### config.mk
export PLATFORM = sky130hd
export DESIGN_NAME = novacore_cfg_loader
export DESIGN_NICKNAME = d
export VERILOG_FILES = /design/src/rtl/novacore_cfg_pkg.sv /design/src/rtl/novacore_cfg_strobe.sv /design/src/rtl/novacore_cfg_loader.sv
export SDC_FILE = /design/constraint.sdc
export NUM_CORES = 1
export LEC_CHECK = 0
export CAP_MARGIN = 5
export CELL_PAD_IN_SITES_DETAIL_PLACEMENT = 1
export CELL_PAD_IN_SITES_GLOBAL_PLACEMENT = 1
export CORE_ASPECT_RATIO = 0.8
export CORE_MARGIN = 5
export CORE_UTILIZATION = 30
export CTS_CLUSTER_SIZE = 8
export DETAILED_ROUTE_END_ITERATION = 16
export GPL_TIMING_DRIVEN = 0
export HOLD_SLACK_MARGIN = 0.06
export PLACE_DENSITY = 0.81
export SYNTH_ARGS = -nofsm -noshare
export SYNTH_HDL_FRONTEND = slang
export SYNTH_SLANG_ARGS = --single-unit
### constraint.sdc
create_clock -name clk -period 1.97 [get_ports clk]
set_input_delay 0.197 -clock clk [delete_from_list [all_inputs] [get_ports clk]]
set_output_delay 0.197 -clock clk [all_outputs]
set_load 0.02 [all_outputs]
### src/rtl/novacore_cfg_pkg.sv
// Shared types and constants for the NovaCORE configuration loader.
// Beat layout is {dim, uid, payload} with dim in the MSBs.
package novacore_cfg_pkg;

    typedef enum logic [2:0] {
        S_IDLE,
        S_LOAD,
        S_SWITCH,
        S_SETUP,
        S_CLKHI,
        S_HOLD,
        S_FINISH
    } cfg_state_e;

    localparam logic MODE_CFG = 1'b0;
    localparam logic MODE_RUN = 1'b1;

    localparam int DEF_BUS_W = 74;
    localparam int DEF_UID_W = 9;
    localparam int UID_LSB   = DEF_BUS_W;
    localparam int DIM_LSB   = DEF_UID_W + DEF_BUS_W;

    // Offsets for non-default widths.
    function automatic int uid_lsb(input int bus_w);
        return bus_w;
    endfunction

    function automatic int dim_lsb(input int uid_w, input int bus_w);
        return uid_w + bus_w;
    endfunction

endpackage

### src/rtl/novacore_cfg_strobe.sv
// c_clk generator: on go, runs SETUP (low), HIGH (high), HOLD (low) phases
// off one shared down-counter; adv marks each phase end, fin the HOLD end.
module novacore_cfg_strobe #(
    parameter int SETUP_CYC = 1,
    parameter int HIGH_CYC  = 2,
    parameter int HOLD_CYC  = 1
) (
    input  logic clk,
    input  logic rst_n,
    input  logic go,
    output logic adv,
    output logic fin,
    output logic c_clk
);

    localparam int MAXC = (SETUP_CYC > HIGH_CYC) ?
                          ((SETUP_CYC > HOLD_CYC) ? SETUP_CYC : HOLD_CYC) :
                          ((HIGH_CYC > HOLD_CYC) ? HIGH_CYC : HOLD_CYC);
    localparam int CW = (MAXC < 2) ? 1 : $clog2(MAXC);

    typedef enum logic [1:0] {P_IDLE, P_SETUP, P_HI, P_HOLD} phase_e;

    phase_e        ph_q, ph_d;
    logic [CW-1:0] cnt_q, cnt_d;
    logic          c_clk_q, c_clk_d;
    logic          cnt_zero;

    assign cnt_zero = (cnt_q == '0);
    assign adv      = (ph_q != P_IDLE) && cnt_zero;
    assign fin      = (ph_q == P_HOLD) && cnt_zero;
    assign c_clk    = c_clk_q;

    always_comb begin
        ph_d    = ph_q;
        cnt_d   = cnt_q;
        c_clk_d = c_clk_q;
        case (ph_q)
            P_IDLE: if (go) begin
                ph_d    = P_SETUP;
                cnt_d   = CW'(SETUP_CYC - 1);
                c_clk_d = 1'b0;
            end
            P_SETUP: if (cnt_zero) begin
                ph_d    = P_HI;
                cnt_d   = CW'(HIGH_CYC - 1);
                c_clk_d = 1'b1;
            end else begin
                cnt_d = cnt_q - CW'(1);
            end
            P_HI: if (cnt_zero) begin
                ph_d    = P_HOLD;
                cnt_d   = CW'(HOLD_CYC - 1);
                c_clk_d = 1'b0;
            end else begin
                cnt_d = cnt_q - CW'(1);
            end
            P_HOLD: if (cnt_zero) begin
                ph_d = P_IDLE;
            end else begin
                cnt_d = cnt_q - CW'(1);
            end
            default: ph_d = P_IDLE;
        endcase
    end

    always_ff @(posedge clk or negedge rst_n) begin
        if (!rst_n) begin
            ph_q    <= P_IDLE;
            cnt_q   <= '0;
            c_clk_q <= 1'b0;
        end else begin
            ph_q    <= ph_d;
            cnt_q   <= cnt_d;
            c_clk_q <= c_clk_d;
        end
    end

endmodule

### src/rtl/novacore_cfg_loader.sv
// NovaCORE configuration sequencer: takes host beats over valid/ready, drives
// the fabric config port with strobed writes, then releases the fabric to run.
module novacore_cfg_loader
    import novacore_cfg_pkg::*;
#(
    parameter int BUS_W     = 74,
    parameter int UID_W     = 9,
    parameter int DIM_W     = 2,
    parameter int SETUP_CYC = 1,
    parameter int HIGH_CYC  = 2,
    parameter int HOLD_CYC  = 1,
    parameter int CNT_W     = 16
) (
    input  logic                         clk,
    input  logic                         rst_n,
    input  logic                         start,
    input  logic                         s_valid,
    output logic                         s_ready,
    input  logic [DIM_W+UID_W+BUS_W-1:0] s_data,
    input  logic                         s_last,
    output logic                         busy,
    output logic                         done,
    output logic [CNT_W-1:0]             cfg_count,
    output logic                         mode,
    output logic [BUS_W-1:0]             c_bus,
    output logic [UID_W-1:0]             c_uid,
    output logic                         c_clk,
    output logic [DIM_W-1:0]             c_dimension,
    output logic                         c_dimswitch
);

    localparam int U_LSB = uid_lsb(BUS_W);
    localparam int D_LSB = dim_lsb(UID_W, BUS_W);

    cfg_state_e       state_q, state_d;
    logic             mode_q, mode_d;
    logic             s_ready_q, s_ready_d;
    logic             busy_q, busy_d;
    logic             done_q, done_d;
    logic             last_q, last_d;
    logic             dsw_q, dsw_d;
    logic [CNT_W-1:0] cnt_q, cnt_d;
    logic [BUS_W-1:0] bus_q, bus_d;
    logic [UID_W-1:0] uid_q, uid_d;
    logic [DIM_W-1:0] dim_q, dim_d;

    logic             hs, go, adv, fin;
    logic [DIM_W-1:0] beat_dim;

    assign hs       = s_ready_q && s_valid;
    assign beat_dim = s_data[D_LSB +: DIM_W];

    novacore_cfg_strobe #(
        .SETUP_CYC (SETUP_CYC),
        .HIGH_CYC  (HIGH_CYC),
        .HOLD_CYC  (HOLD_CYC)
    ) u_strobe (
        .clk   (clk),
        .rst_n (rst_n),
        .go    (go),
        .adv   (adv),
        .fin   (fin),
        .c_clk (c_clk)
    );

    always_comb begin
        state_d = state_q;
        mode_d  = mode_q;
        done_d  = 1'b0;
        last_d  = last_q;
        dsw_d   = 1'b0;
        cnt_d   = cnt_q;
        bus_d   = bus_q;
        uid_d   = uid_q;
        dim_d   = dim_q;
        go      = 1'b0;
        case (state_q)
            S_IDLE: if (start) begin
                state_d = S_LOAD;
                mode_d  = MODE_CFG;
                cnt_d   = '0;
            end
            S_LOAD: if (hs) begin
                bus_d  = s_data[BUS_W-1:0];
                uid_d  = s_data[U_LSB +: UID_W];
                last_d = s_last;
                if (beat_dim != dim_q) begin
                    state_d = S_SWITCH;
                    dim_d   = beat_dim;
                    dsw_d   = 1'b1;
                end else begin
                    state_d = S_SETUP;
                    go      = 1'b1;
                end
            end
            S_SWITCH: begin
                state_d = S_SETUP;
                go      = 1'b1;
            end
            S_SETUP: if (adv) state_d = S_CLKHI;
            S_CLKHI: if (adv) state_d = S_HOLD;
            S_HOLD: if (fin) begin
                if (cnt_q != '1) cnt_d = cnt_q + CNT_W'(1);
                if (last_q) begin
                    state_d = S_FINISH;
                    mode_d  = MODE_RUN;
                    done_d  = 1'b1;
                end else begin
                    state_d = S_LOAD;
                end
            end
            S_FINISH: state_d = S_IDLE;
            default:  state_d = S_IDLE;
        endcase
        s_ready_d = (state_d == S_LOAD);
        busy_d    = (state_d != S_IDLE);
    end

    always_ff @(posedge clk or negedge rst_n) begin
        if (!rst_n) begin
            state_q   <= S_IDLE;
            mode_q    <= MODE_CFG;
            s_ready_q <= 1'b0;
            busy_q    <= 1'b0;
            done_q    <= 1'b0;
            last_q    <= 1'b0;
            dsw_q     <= 1'b0;
            cnt_q     <= '0;
            bus_q     <= '0;
            uid_q     <= '0;
            dim_q     <= '0;
        end else begin
            state_q   <= state_d;
            mode_q    <= mode_d;
            s_ready_q <= s_ready_d;
            busy_q    <= busy_d;
            done_q    <= done_d;
            last_q    <= last_d;
            dsw_q     <= dsw_d;
            cnt_q     <= cnt_d;
            bus_q     <= bus_d;
            uid_q     <= uid_d;
            dim_q     <= dim_d;
        end
    end

    assign s_ready     = s_ready_q;
    assign busy        = busy_q;
    assign done        = done_q;
    assign cfg_count   = cnt_q;
    assign mode        = mode_q;
    assign c_bus       = bus_q;
    assign c_uid       = uid_q;
    assign c_dimension = dim_q;
    assign c_dimswitch = dsw_q;

endmodule

======== After elaboration in Yosys (flattened, before gate mapping) ========
Index checks and enable logic that the tools add are counted.
cells by class
  multipliers ............................. 0
  div/mod/pow operators ................... 0
  shift-type cells ........................ 0
  multiplexer cells ....................... 37
  $lt $le $gt $ge ......................... 0
  reduce and logical (&&, ||, !) cells .... 16
  eq/ne operators ......................... 19
  bitwise gates (word level) .............. 1
  add/subtract/negate cells ............... 2
operator list
  kind                   count
  $mux 16                3
  $pmux 16 s2            1
  $mux 3                 6
  $pmux 3 s6             1
  $mux 1                 17
  $add 16x1->16 const B  1
  $ne 16x16->1 const B   1
  $ne 2x2->1 const B     8
  $reduce_and 4->1       4
  $mux 2                 4
  $pmux 2 s4             1
  $eq 3x1->1 const B     2
  $eq 3x2->1 const B     2
  $eq 3x3->1 const B     2
  $pmux 1 s3             2
  $reduce_bool 3->1      2
  $eq 2x2->1 const B     2
  $pmux 1 s2             2
  $reduce_bool 2->1      2
  $logic_and 1x1->1      3
  $logic_not 3->1        1
  $reduce_and 3->1       1
  $eq 2x1->1 const B     1
  $logic_not 2->1        1
  5 further kinds        5
storage, ports and cells
  logic and storage cells ................. 89
  output and inout port bits .............. 107
  memories ................................ 0
  bits in registers ....................... 114
  bits in read-only memories .............. 0
  bits in latches ......................... 0
  bits in writable memories ............... 0

======== Logic depth before layout (Yosys ltp) ========
Gate-level depths: netlist of run 1.
  depth in word-level cells ............... 6
  mapped depth ............................ 6

======== By module ========
A second synthesis of run 1 with hierarchy kept.
unflattened totals
  cells, all modules ...................... 362
  area total of the unflattened synthesis .. 4854.7 um^2
by module, submodules not included
  module               sequential area each (um^2)  instances  cells each  area an instance (um^2)
  novacore_cfg_loader  2752.6                       1          335         4586.9
  novacore_cfg_strobe  100.1                        1          27          267.8

======== Worst setup path before layout of run 1 ========
OpenSTA, ideal clock, no wires.
  kind .................................... register -> register
  from .................................... reg u_strobe.ph_q[1]
  to ...................................... reg cnt_q[13], in the netlist cfg_count[13]
  stages on the path, launching flop included .. 6
  required time ........................... 1892 ps
  library setup time ...................... 78 ps
  arrival time ............................ 1860 ps
  buffers on the path ..................... 0
  path slack .............................. 32 ps
  path through ............................ dfrtp_1 -> ha_1 -> nand3b_4 -> or4_4 -> or4_1 -> a21oi_1
on the way
  cells in the longest elaborated chain, start to end .. 4
ends and longest elaborated chain
  what                        line                        text
  start: declaration          novacore_cfg_strobe.sv:23   phase_e ph_q, ph_d;
  start signal: assignment    novacore_cfg_strobe.sv:72   ph_q <= ph_d;
  $eq 2x2->1                  novacore_cfg_strobe.sv:30   assign fin = (ph_q == P_HOLD) && cnt_zero;
  $logic_and 1x1->1           novacore_cfg_strobe.sv:30
  $ne 2x2->1 (no line)        --
  $reduce_and 4->1 (no line)  --
  end signal: assignment      novacore_cfg_loader.sv:140  cnt_q <= cnt_d;
  end: declaration            novacore_cfg_loader.sv:42   logic [CNT_W-1:0] cnt_q, cnt_d;
No other way between the ends.
A chain may end at the register's enable or synchronous reset.

======== Final worst setup path of run 1 ========
  from .................................... reg u_strobe.ph_q[0]
  to ...................................... reg cnt_q[13], in the netlist cfg_count[13]
Same word-level chain as after synthesis.

==> results of run 1 <==
-- routing by layer --
metal	GRT usage [%]	part of all wire (%)	vias to the layer above
met5	0	0	-
met4	6.00	1.9	0
met3	8.42	10	23
met2	28.8	50	151
met1	18.1	38	1887
li1	-	-	1724
-- synth_stat cells (3+ instances only) --
master	n	area [µm²]
mux2_2	88	991
ha_1	6	75.1
or4_1	7	52.6
inv_1	3	11.3
a21oi_1	12	60.1
nand2_1	18	67.6
and3_1	3	18.8
o31ai_1	5	37.5
nor2_1	6	22.5
nand3_1	7	35.0
clkbuf_1	3	11.3
buf_1	7	26.3
nand3b_1	3	22.5
o21ai_0	6	30.0
a211oi_1	3	22.5
mux2i_1	7	70.1
nor3_1	4	20.0
dfrtp_1	114	2850
nand4_1	5	31.3
-- power groups by stage --
stage	Clock, W	Combinational (W)	Sequential [W]
floorplan	0	0.00160	0.00503
global placement	0	0.00525	0.00390
detailed placement	0	0.00544	0.00400
CTS	0.00324	0.00560	0.00397
global route	0.00336	0.00590	0.00409
finish	0.00314	0.00555	0.00395
-- critical path, cell delays in order (launching register included) --
cell and delay [ns]:
dfrtp_2 0.39, ha_4 0.17, nand3b_4 0.10, or4_4 0.55, or4_1 0.51, a21oi_1 0.15
-- timing repair --
| item | 4_1_cts | 5_1_grt |
|---|---|---|
| buffers inserted | 7 | 4 |
| pin swaps | 0 | 2 |
| resized for setup | 10 | 8 |
| hold endpoints to repair | 51 | 0 |
| setup endpoints to repair | 98 | 62 |
| hold buffers | 1 | 0 |
-- kinds of logic (layout without fill, tap and decap cells) --
family | after synthesis | in the layout | synth area share [%]
xor gates and xnor gates | 2 | 2 | 0.368
AOI/OAI and AO/OA | 41 | 41 | 5.70
buffers and inverters | 15 | 256 | 1.23
DFF | 114 | 114 | 59.9
muxes | 95 | 95 | 22.3
and+or+nand+nor | 72 | 72 | 8.93
adders and majority gates | 6 | 6 | 1.58
-- how the worst max path moves through the flow --
stage | cells past startpoint | slack [ns] | startpoint | to
floorplan | 5 | 0.03 | u_strobe.ph_q[1]$_DFFE_PN0P_ | cfg_count[13]$_DFFE_PN0P_
global placement | 1 | -3.66 | rst_n | c_bus[50]$_DFFE_PN0P_
detailed placement | 6 | -0.64 | s_valid | c_bus[0]$_DFFE_PN0P_
CTS | 5 | -0.001 | u_strobe.ph_q[0]$_DFFE_PN0P_ | cfg_count[11]$_DFFE_PN0P_
global route | 5 | -0.06 | u_strobe.ph_q[0]$_DFFE_PN0P_ | cfg_count[13]$_DFFE_PN0P_
finish | 5 | 0.02 | u_strobe.ph_q[0]$_DFFE_PN0P_ | cfg_count[13]$_DFFE_PN0P_
-- stage by stage --
step	cell area [µm²]	total power (W)
3_3_place_gp	6990	0.00915
3_5_place_dp	7020	0.00944
6_report	7770	0.0126
4_1_cts	7720	0.0128
2_1_floorplan	4760	0.00663
5_1_grt	7770	0.0134
-- layout make-up --
cell class / instances / area, µm²
Timing Repair Buffer: 209 / 2080
Inverter: 3 / 11.3
Tap cell: 215 / 269
Fill cell: 1634 / 7930
Sequential cell: 114 / 2860
Buffer: 12 / 55.1
Clock buffer: 17 / 425
Clock inverter: 15 / 184
Multi-Input combinational cell: 216 / 1890
-- sequential cells by signal, summed over array words and instances (netlist names) --
| signal | cells |
|---|---|
| busy | 1 |
| c_bus | 74 |
| c_dimension | 2 |
| c_dimswitch | 1 |
| c_uid | 9 |
| cfg_count | 16 |
| done | 1 |
| last_q | 1 |
| mode | 1 |
| s_ready | 1 |
| state_q | 3 |
| u_strobe.c_clk | 1 |
| u_strobe.cnt_q | 1 |
| u_strobe.ph_q | 2 |
==> results.md, run 1 <==
- Status: finished, final reports clean
- Net Sw Frac: 34.6%
- Worst reg2reg startpoint: u_strobe.ph_q[0]$_DFFE_PN0P_
- EDFF count, synth: 0
- Peak Freq: 512 MHz
- CP Launch Type: flip-flop
- Clock latency at the later pin of the worst-skew pair: 0.41 ns
- CP endpoint kind: flip-flop
- I/O pin cnt: 197
- Crit Path Category: flip-flop to flip-flop
- Clock Tree Buf Depth: 2
- Initial antenna violation count: 0
- DP HPWL: 11.4 mm
- Core ar.: 15700 µm²
- Fin crit share: 99.2%
- Die width: 151 µm
- Nets: 669
- Power Internal: 0.00827 W
- Port Buf Inserts: 196
- Cts bufs inserted: 17
- Place WS: -0.637 ns
- Clock sinks: 114
- Combinational share of power: 43.9%
- Cells after DPL: 757
- Routability Congestion: 0.783
- Synth Cell Area: 4760 µm²
- R2r setup slk: 0.02 ns
- Setup-failing EPs final: 0
- Drt pass-1 iters: 4
- Vias per inst: 4.73
- Drt initial violations: 82
- Unrepaired setup endpoints after global routing: yes
- Slew @ Worst Pin: 0.572 ns
- Most frequent cells in the layout: clkdlybuf4s50_1 (195), dfrtp_1 (110), mux2_2 (88)
- Die Height: 123 µm
- Die area: 18500 µm²
- Clock Tree Root: clkbuf_16
- Post-route ant nets: 0
- GRT Util Overall: 16.9%
- Maxcap violations: 0
- # DRC: 0
- Post-Synthesis Cells: 345
- Util after Layout: 49.5%
- Synthesis-stage register bit count: 114
- Synthesized Nets: 441
- NetSw: 0.00437 W
- Site Rows: 41
- Largest net degree at the start of global routing: 64
- Syn. warnings: 0
- Worst path required time: 2.30 ns
- Via count: 3785
- Vias in the first global route: 4435
- Peak supply drop: 0.000953 V
- Crit-path max FO: 5
- Initial Util: 30.3%
- FF-to-FF path depth: 5
- Sequential share of power: 31.3%
- Reg2reg end: cfg_count[13]$_DFFE_PN0P_
- Setup TNS: 0 ns
- Hold_ws: 0.325 ns
- Leak: 3.25 nW
- Max-slew violations: 0
- Area grow syn2layout: 63.2%
- Most common cell after layout, fill and taps aside: clkdlybuf4s50_1
- H-Tree Level Count: 4
- Fin cells: 801
- Fraction of registers with async set/reset: 100%
- Wire per inst: 18.9 µm
- Pwr dens: 1630 nW/µm²
- Clock Pin Slew Worst Setup and Hold Paths: 0.06 ns
- Setup Skew: 0.00959 ns
- Avg Inst Size Synth: 13.8 µm²
- Final Hold Viols: 0
- Final critical-path required period: 1.95 ns
- Critical Path AT: 2.29 ns
- Sequential-to-total area share from yosys stat: 59.9%
- CTS tree: built
- Unique masters post-synth: 48
- Global route total overflow: 0
- Final setup margin: 0.0155 ns
- Synth Flop Type: dfrtp_1
- Min-delay worst type: primary input to async pin
- Clock power share: 24.9%
- Slew margin rel.: 61.9%
- Drt total wl: 15.1 mm
- # diodes: 0
- Share of layout cells above drive strength 1: 26.3%
- First-pass GRT wire length: 23.9 mm
Note: power is estimated with default switching activity, not from simulation.
==> run 2: changes to the inputs <==
--- a/config.mk
+++ b/config.mk
@@ -15,7 +15,7 @@
 export DETAILED_ROUTE_END_ITERATION = 16
 export GPL_TIMING_DRIVEN = 0
 export HOLD_SLACK_MARGIN = 0.06
-export PLACE_DENSITY = 0.81
+export PLACE_DENSITY = 0.78
 export SYNTH_ARGS = -nofsm -noshare
 export SYNTH_HDL_FRONTEND = slang
 export SYNTH_SLANG_ARGS = --single-unit
==> constraint.sdc (replaced) <==
create_clock -name clk -period 2.2 [get_ports clk]
set_input_delay 0.22 -clock clk [delete_from_list [all_inputs] [get_ports clk]]
set_output_delay 0.22 -clock clk [all_outputs]
set_load 0.02 [all_outputs]
==> run 2 against run 1 <==
Effect of this change: total power is 11% lower; register-to-register slack improved by 0.06 ns; combinational power is 14% lower; clock power decreased by 6.7%; highest routed layer unchanged; die area did not move; first-iteration DRC count grew 20%; sequential power decreased by 10%; count of clock-buffer cells in the layout up 4; final cell count fell by 1.5%; worst hold slack got worse by 0.080 ns.
==> results.md, run 2 (synthesis gave the netlist of run 1 again) <==
- Final Hold Viols: 0 (unchanged)
- NetSw: 0.00377 W (-14%)
- Total setup buffers inserted after CTS: 0 (-7)
- Crit Path Category: flip-flop to flip-flop
- Setup-failing EPs final: 0 (unchanged)
- Worst path required time: 2.52 ns (+0.22 ns)
- Most frequent cells in the layout: clkdlybuf4s50_1 (195), dfrtp_1 (114), mux2_2 (88)
- Clock Tree Buf Depth: 2 (unchanged)
- H-Tree Level Count: 4 (unchanged)
- Pwr dens: 1470 nW/µm² (-9.7%)
- # diodes: 0 (unchanged)
- Clock power share: 26.0% (+1.1 points)
- Site Rows: 41 (unchanged)
- Critical Path AT: 2.45 ns (+0.16 ns)
- Slew @ Worst Pin: 0.664 ns (+0.0921 ns)
- Routability Congestion: 0.813 (+3.9%)
- Via count: 3780 (-0.13%)
- Slew margin rel.: 55.8% (-6.1 points)
- CTS tree: built
- First-pass GRT wire length: 23.9 mm (-0.23%)
- FF-to-FF path depth: 5 (unchanged)
- Vias in the first global route: 4425 (-0.23%)
- Post-route ant nets: 0 (unchanged)
- CP Launch Type: flip-flop
- Die Height: 123 µm (unchanged)
- Port Buf Inserts: 196 (unchanged)
- Global route total overflow: 0 (unchanged)
- Peak supply drop: 0.000784 V (-18%)
- R2r setup slk: 0.07 ns (+0.06 ns)
- Die area: 18500 µm² (unchanged)
- Max-slew violations: 0 (unchanged)
- Area grow syn2layout: 61.1%
- Vias per inst: 4.79 (+1.4%)
- GRT Util Overall: 16.9% (+0.082 points)
- Drt initial violations: 98 (+20%)
- Worst reg2reg startpoint: u_strobe.ph_q[1]$_DFFE_PN0P_
- Crit-path max FO: 5 (unchanged)
- Die width: 151 µm (unchanged)
- Clock Tree Root: clkbuf_16
- Clock Pin Slew Worst Setup and Hold Paths: 0.06 ns (about the same)
- Cts bufs inserted: 17 (unchanged)
- Reg2reg end: cfg_count[13]$_DFFE_PN0P_
- Fin crit share: 96.6% (-2.6 points)
- Min-delay worst type: primary input to async pin
- Initial Util: 30.3% (unchanged)
- Nets: 658 (-1.6%)
- Core ar.: 15700 µm² (unchanged)
- # DRC: 0 (unchanged)
- Unrepaired setup endpoints after global routing: no
- Util after Layout: 48.9% (-0.64 points)
- Max FFs per register: 74 (unchanged)
- Net Sw Frac: 33.5% (-1.1 points)
- Peak Freq: 471 MHz (-8.0%)
- Combinational share of power: 42.5% (-1.4 points)
- Largest net degree at the start of global routing: 89 (+39%)
- CP endpoint kind: flip-flop
- Clock latency at the later pin of the worst-skew pair: 0.41 ns (about the same)
- I/O pin cnt: 197 (unchanged)
- Final setup margin: 0.0748 ns (+0.0592 ns)
- Most common cell after layout, fill and taps aside: clkdlybuf4s50_1
- Power Internal: 0.00749 W (-9.4%)
- Sequential share of power: 31.4% (about the same)
- Final critical-path required period: 2.13 ns (+0.171 ns)
- Drt pass-1 iters: 4 (unchanged)
- Wire per inst: 19.4 µm (+2.7%)
- Drt total wl: 15.3 mm (+1.2%)
- Clock sinks: 114 (unchanged)
- DP HPWL: 11.3 mm (-0.98%)
- Share of layout cells above drive strength 1: 23.0% (-3.3 points)
- Leak: 3.20 nW (-1.4%)
- Status: finished, final reports clean
- Place WS: -0.385 ns (+0.252 ns)
- Setup Skew: 0.0115 ns (+0.00187 ns)
- Maxcap violations: 0 (unchanged)
- Initial antenna violation count: 0 (unchanged)
==> run 2: changes by cell type in the layout (fill, tap and decap cells not counted), sizes merged <==
cell	delta
buf	-10
clkbuf	+3
clkinv	-2
clkinvlp	-2
inv	-2
bufinv	+1
==> run 2: power by group through the flow <==
stage / registers (W) / clock network, W / logic [W]
final: 0.00354 / 0.00293 / 0.00479
after global routing: 0.00365 / 0.00312 / 0.00510
after CTS: 0.00355 / 0.00301 / 0.00487
after detailed placement: 0.00356 / 0 / 0.00484
after global placement: 0.00348 / 0 / 0.00471
after floorplan: 0.00451 / 0 / 0.00143
==> run 2: worst max path at each step <==
| stage | slack (ns) | endpoint | cells after the start | startpoint |
|---|---|---|---|---|
| after floorplan | 0.26 | cfg_count[13]$_DFFE_PN0P_ | 5 | u_strobe.ph_q[1]$_DFFE_PN0P_ |
| after global placement | -3.47 | c_bus[63]$_DFFE_PN0P_ | 1 | rst_n |
| after detailed placement | -0.38 | c_bus[2]$_DFFE_PN0P_ | 6 | s_valid |
| after CTS | 0.0003 | cfg_count[1]$_DFFE_PN0P_ | 4 | cfg_count[10]$_DFFE_PN0P_ |
| after global routing | 0.01 | cfg_count[13]$_DFFE_PN0P_ | 5 | u_strobe.ph_q[0]$_DFFE_PN0P_ |
| final | 0.07 | cfg_count[13]$_DFFE_PN0P_ | 5 | u_strobe.ph_q[1]$_DFFE_PN0P_ |
==> run 2: metrics by stage <==
stage / total power, W / cells / cell area [µm²] / setup TNS [ns] / hold WS (ns)
floorplan: 0.00594 / 345 / 4760 / 0 / -0.0756
global placement: 0.00819 / 756 / 6990 / -400.63 / 0.487
detailed placement: 0.00840 / 757 / 7020 / -8.42 / 0.106
CTS: 0.0114 / 789 / 7660 / 0 / 0.233
global route: 0.0119 / 789 / 7670 / 0 / 0.256
finish: 0.0113 / 789 / 7670 / 0 / 0.245
==> run 2: routing by layer <==
layer / global-route usage, % / vias up / wire length [µm]
met3: 8.34 / 21 / 1580
met1: 18.3 / 1910 / 5720
met5: 0 / - / 0
met4: 6.29 / 0 / 260
met2: 28.8 / 154 / 7750
li1: - / 1695 / -
==> run 2: critical path, stage by stage, from the launching register on <==
cell and delay [ns]:
dfrtp_1 0.42, ha_2 0.26, nand3b_4 0.11, or4_4 0.57
or4_1 0.52, a21oi_1 0.17
==> run 2: what timing repair did <==
action	in CTS	in global routing
resized for setup	1	3
endpoints found under the setup margin	9	15
hold buffers	1	0
endpoints found under the hold margin	30	0
==> run 2: area by class of cell <==
cell class | count | area, µm²
well taps | 215 | 269
repair buffers | 198 | 2000
fillers | 1618 | 8030
plain buffers | 12 | 48.8
multi-input cells | 216 | 1860
clock buffers | 21 | 470
clock inverters | 10 | 156
flip-flops and latches | 114 | 2850
inverters | 3 | 11.3
==> edit: new RTL, flow settings as in run 2 <==
The parameter `CNT_W` goes from 16 to 24.
--- a/src/rtl/novacore_cfg_loader.sv
+++ b/src/rtl/novacore_cfg_loader.sv
@@ -10,5 +10,5 @@
     parameter int HIGH_CYC  = 2,
     parameter int HOLD_CYC  = 1,
-    parameter int CNT_W     = 16
+    parameter int CNT_W     = 24
 ) (
     input  logic                         clk,
Interface: changed (resized cfg_count); port bits go from 197 to 205. No check against the original RTL was run, so the function may have changed too.
==> edit against run 2 <==
Power up 4.5%; critical endpoint is now cfg_count[14]; sequential cell count is 8 higher; count of clock-buffer cells in the layout is 4 lower; first-iteration DRC count grew 36%; largest cell class unchanged; wire length up 8.0%; final area rose by 8.4%; via count rose by 12%; non-clock buffer count rose by 20; area after synthesis up 9.8%; setup slack got worse by 0.020 ns.
==> edit: results (changes against run 2) <==
| Metric | Value |
|---|---|
| Clk_buf instances | 17 (-19%) |
| GR Layer Usage met2 | 0.287 (-0.00137) |
| Met3 usage | 0.0665 (-0.0169) |
| Multi-input gates | 255 (+18%) |
| Routed WL | 16500 um (+8.0%) |
| Via density per instance | 4.85 (+1.2%) |
| Syn_nets | 497 (+13%) |
| Synthesized area | 5230 um^2 (+9.8%) |
| Fraction of layout cells with a size suffix above 1 | 0.243 (+0.0131) |
| Met1 WL | 6530 um (+14%) |
| GR Layer Usage met1 | 0.195 (+0.0125) |
| Syn Inst Count | 401 (+16%) |
| Clock sinks | 122 (+7.0%) |
| Largest net degree at the start of global routing | 77 (-13%) |
| Fin nets | 729 (+11%) |
| Seq/total area | 0.367 (-0.00455) |
| Ranking of synthesized cells by area | dfrtp_1 (58%), mux2_2 (19%), o31ai_1 (2.0%) |
| Worst VDD drop | 0.757 mV (-3.4%) |
| CP arrival | 2.49 ns (+0.04 ns) |
| CP Max Fanout | 7 (+2) |
| Worst Skew | 0.0104 ns (-0.00108 ns) |
| Area used by multi-input combinational logic | 2100 um^2 (+13%) |
| Metal3 WL | 1500 um (-4.9%) |
| Overall Global Routing Usage | 0.168 (-0.00103) |
| Non-clk buf share | 0.269 (+0.00194) |
| Metal2 WL | 8210 um (+6.0%) |
| Slew margin rel. | 0.655 (+0.0977) |
| Post-CTS Setup Inserts | 7 (+7) |
| Synth cell count leaders | dfrtp_1 (122), mux2_2 (87), nand2_1 (23), nor2_1 (15), o21ai_0 (15) |
| Final GP Congestion | 0.808 (-0.59%) |
| Port Buffer Count | 204 (+4.1%) |
| Area grow syn2layout | 59.1% |
| P_leak | 3.42 nW (+6.7%) |
| Placed cell count | 831 (+9.8%) |
| Placed Instance Area | 7580 um^2 (+7.9%) |
| Sequential area share after synthesis | 0.584 (-0.0150) |
| Non-clk bufs | 230 (+9.5%) |
| Run status | finished clean |
| Starting DRT DRC Count | 133 (+36%) |
| Clock buf/inv share | 0.0739 (-0.00786) |
| Number of global-route vias before repair | 4823 (+9.0%) |
| Asr flop ratio synth | 1.00 (unchanged) |
| Fill cells | 1787 (+10%) |
| Post-CTS sizing | 3 (+2) |
| Routed vias | 4224 (+12%) |
| Pre-CTS setup slack | -0.458 ns (-0.0731 ns) |
| Nonclk inv count | 7 (+4) |
| Top sig layer | met4 |
| First-pass GRT wire length | 26300 um (+10%) |
==> edit: changes by cell type in the layout (fill, tap and decap cells not counted), sizes merged, moves of 7 or more <==
| cell | run 2 | this run |
|---|---|---|
| o21ai | 6 | 25 |
| dfrtp | 114 | 122 |
| or4 | 8 | 1 |
| o31ai | 5 | 14 |
| clkdlybuf4s50 | 195 | 203 |
| nor2 | 6 | 15 |
| inv | 3 | 11 |
==> edit: report_power, final <==
part	switching (mW)	internal (mW)	leakage (nW)
logic	2.50	2.66	1.62
registers	0.527	3.17	1.51
clock network	1.11	1.80	0.295
total	4.14	7.63	3.42
==> edit: cells by family (layout without fill, tap and decap cells) <==
kind of cell | after synthesis | after routing | synth area share
simple gates | 82 | 82 | 0.0854
buf+inv | 25 | 269 | 0.0218
fa+ha+maj | 6 | 6 | 0.0144
mux | 93 | 93 | 0.199
flops | 122 | 122 | 0.584
xor+xnor | 4 | 4 | 0.00670
compound gates | 69 | 70 | 0.0886
==> edit: worst paths after layout <==
| path | from | endpoint | slack, ns | depth (start not counted) |
|---|---|---|---|---|
| max | cfg_count[0] | cfg_count[14] | 0.05 | 6 |
| min | rst_n | c_uid[5] | 0.30 | 2 |
| max reg2reg | cfg_count[0] | cfg_count[14] | 0.05 | 6 |
| min reg2reg | c_bus[51] | c_bus[51] | 0.50 | 1 |
| max in group asynchronous | rst_n | s_ready | 1.16 | 3 |
| min in group clk | s_data[30] | c_bus[30] | 0.41 | 2 |
==> edit: worst max-delay path, cell delays in order (launching register included) <==
cell and delay [ns]:
dfrtp_2 0.44, ha_2 0.24, nand4_1 0.18, or4_4 0.55, a2111oi_1 0.41, nor2b_1 0.11, o2bb2ai_1 0.14
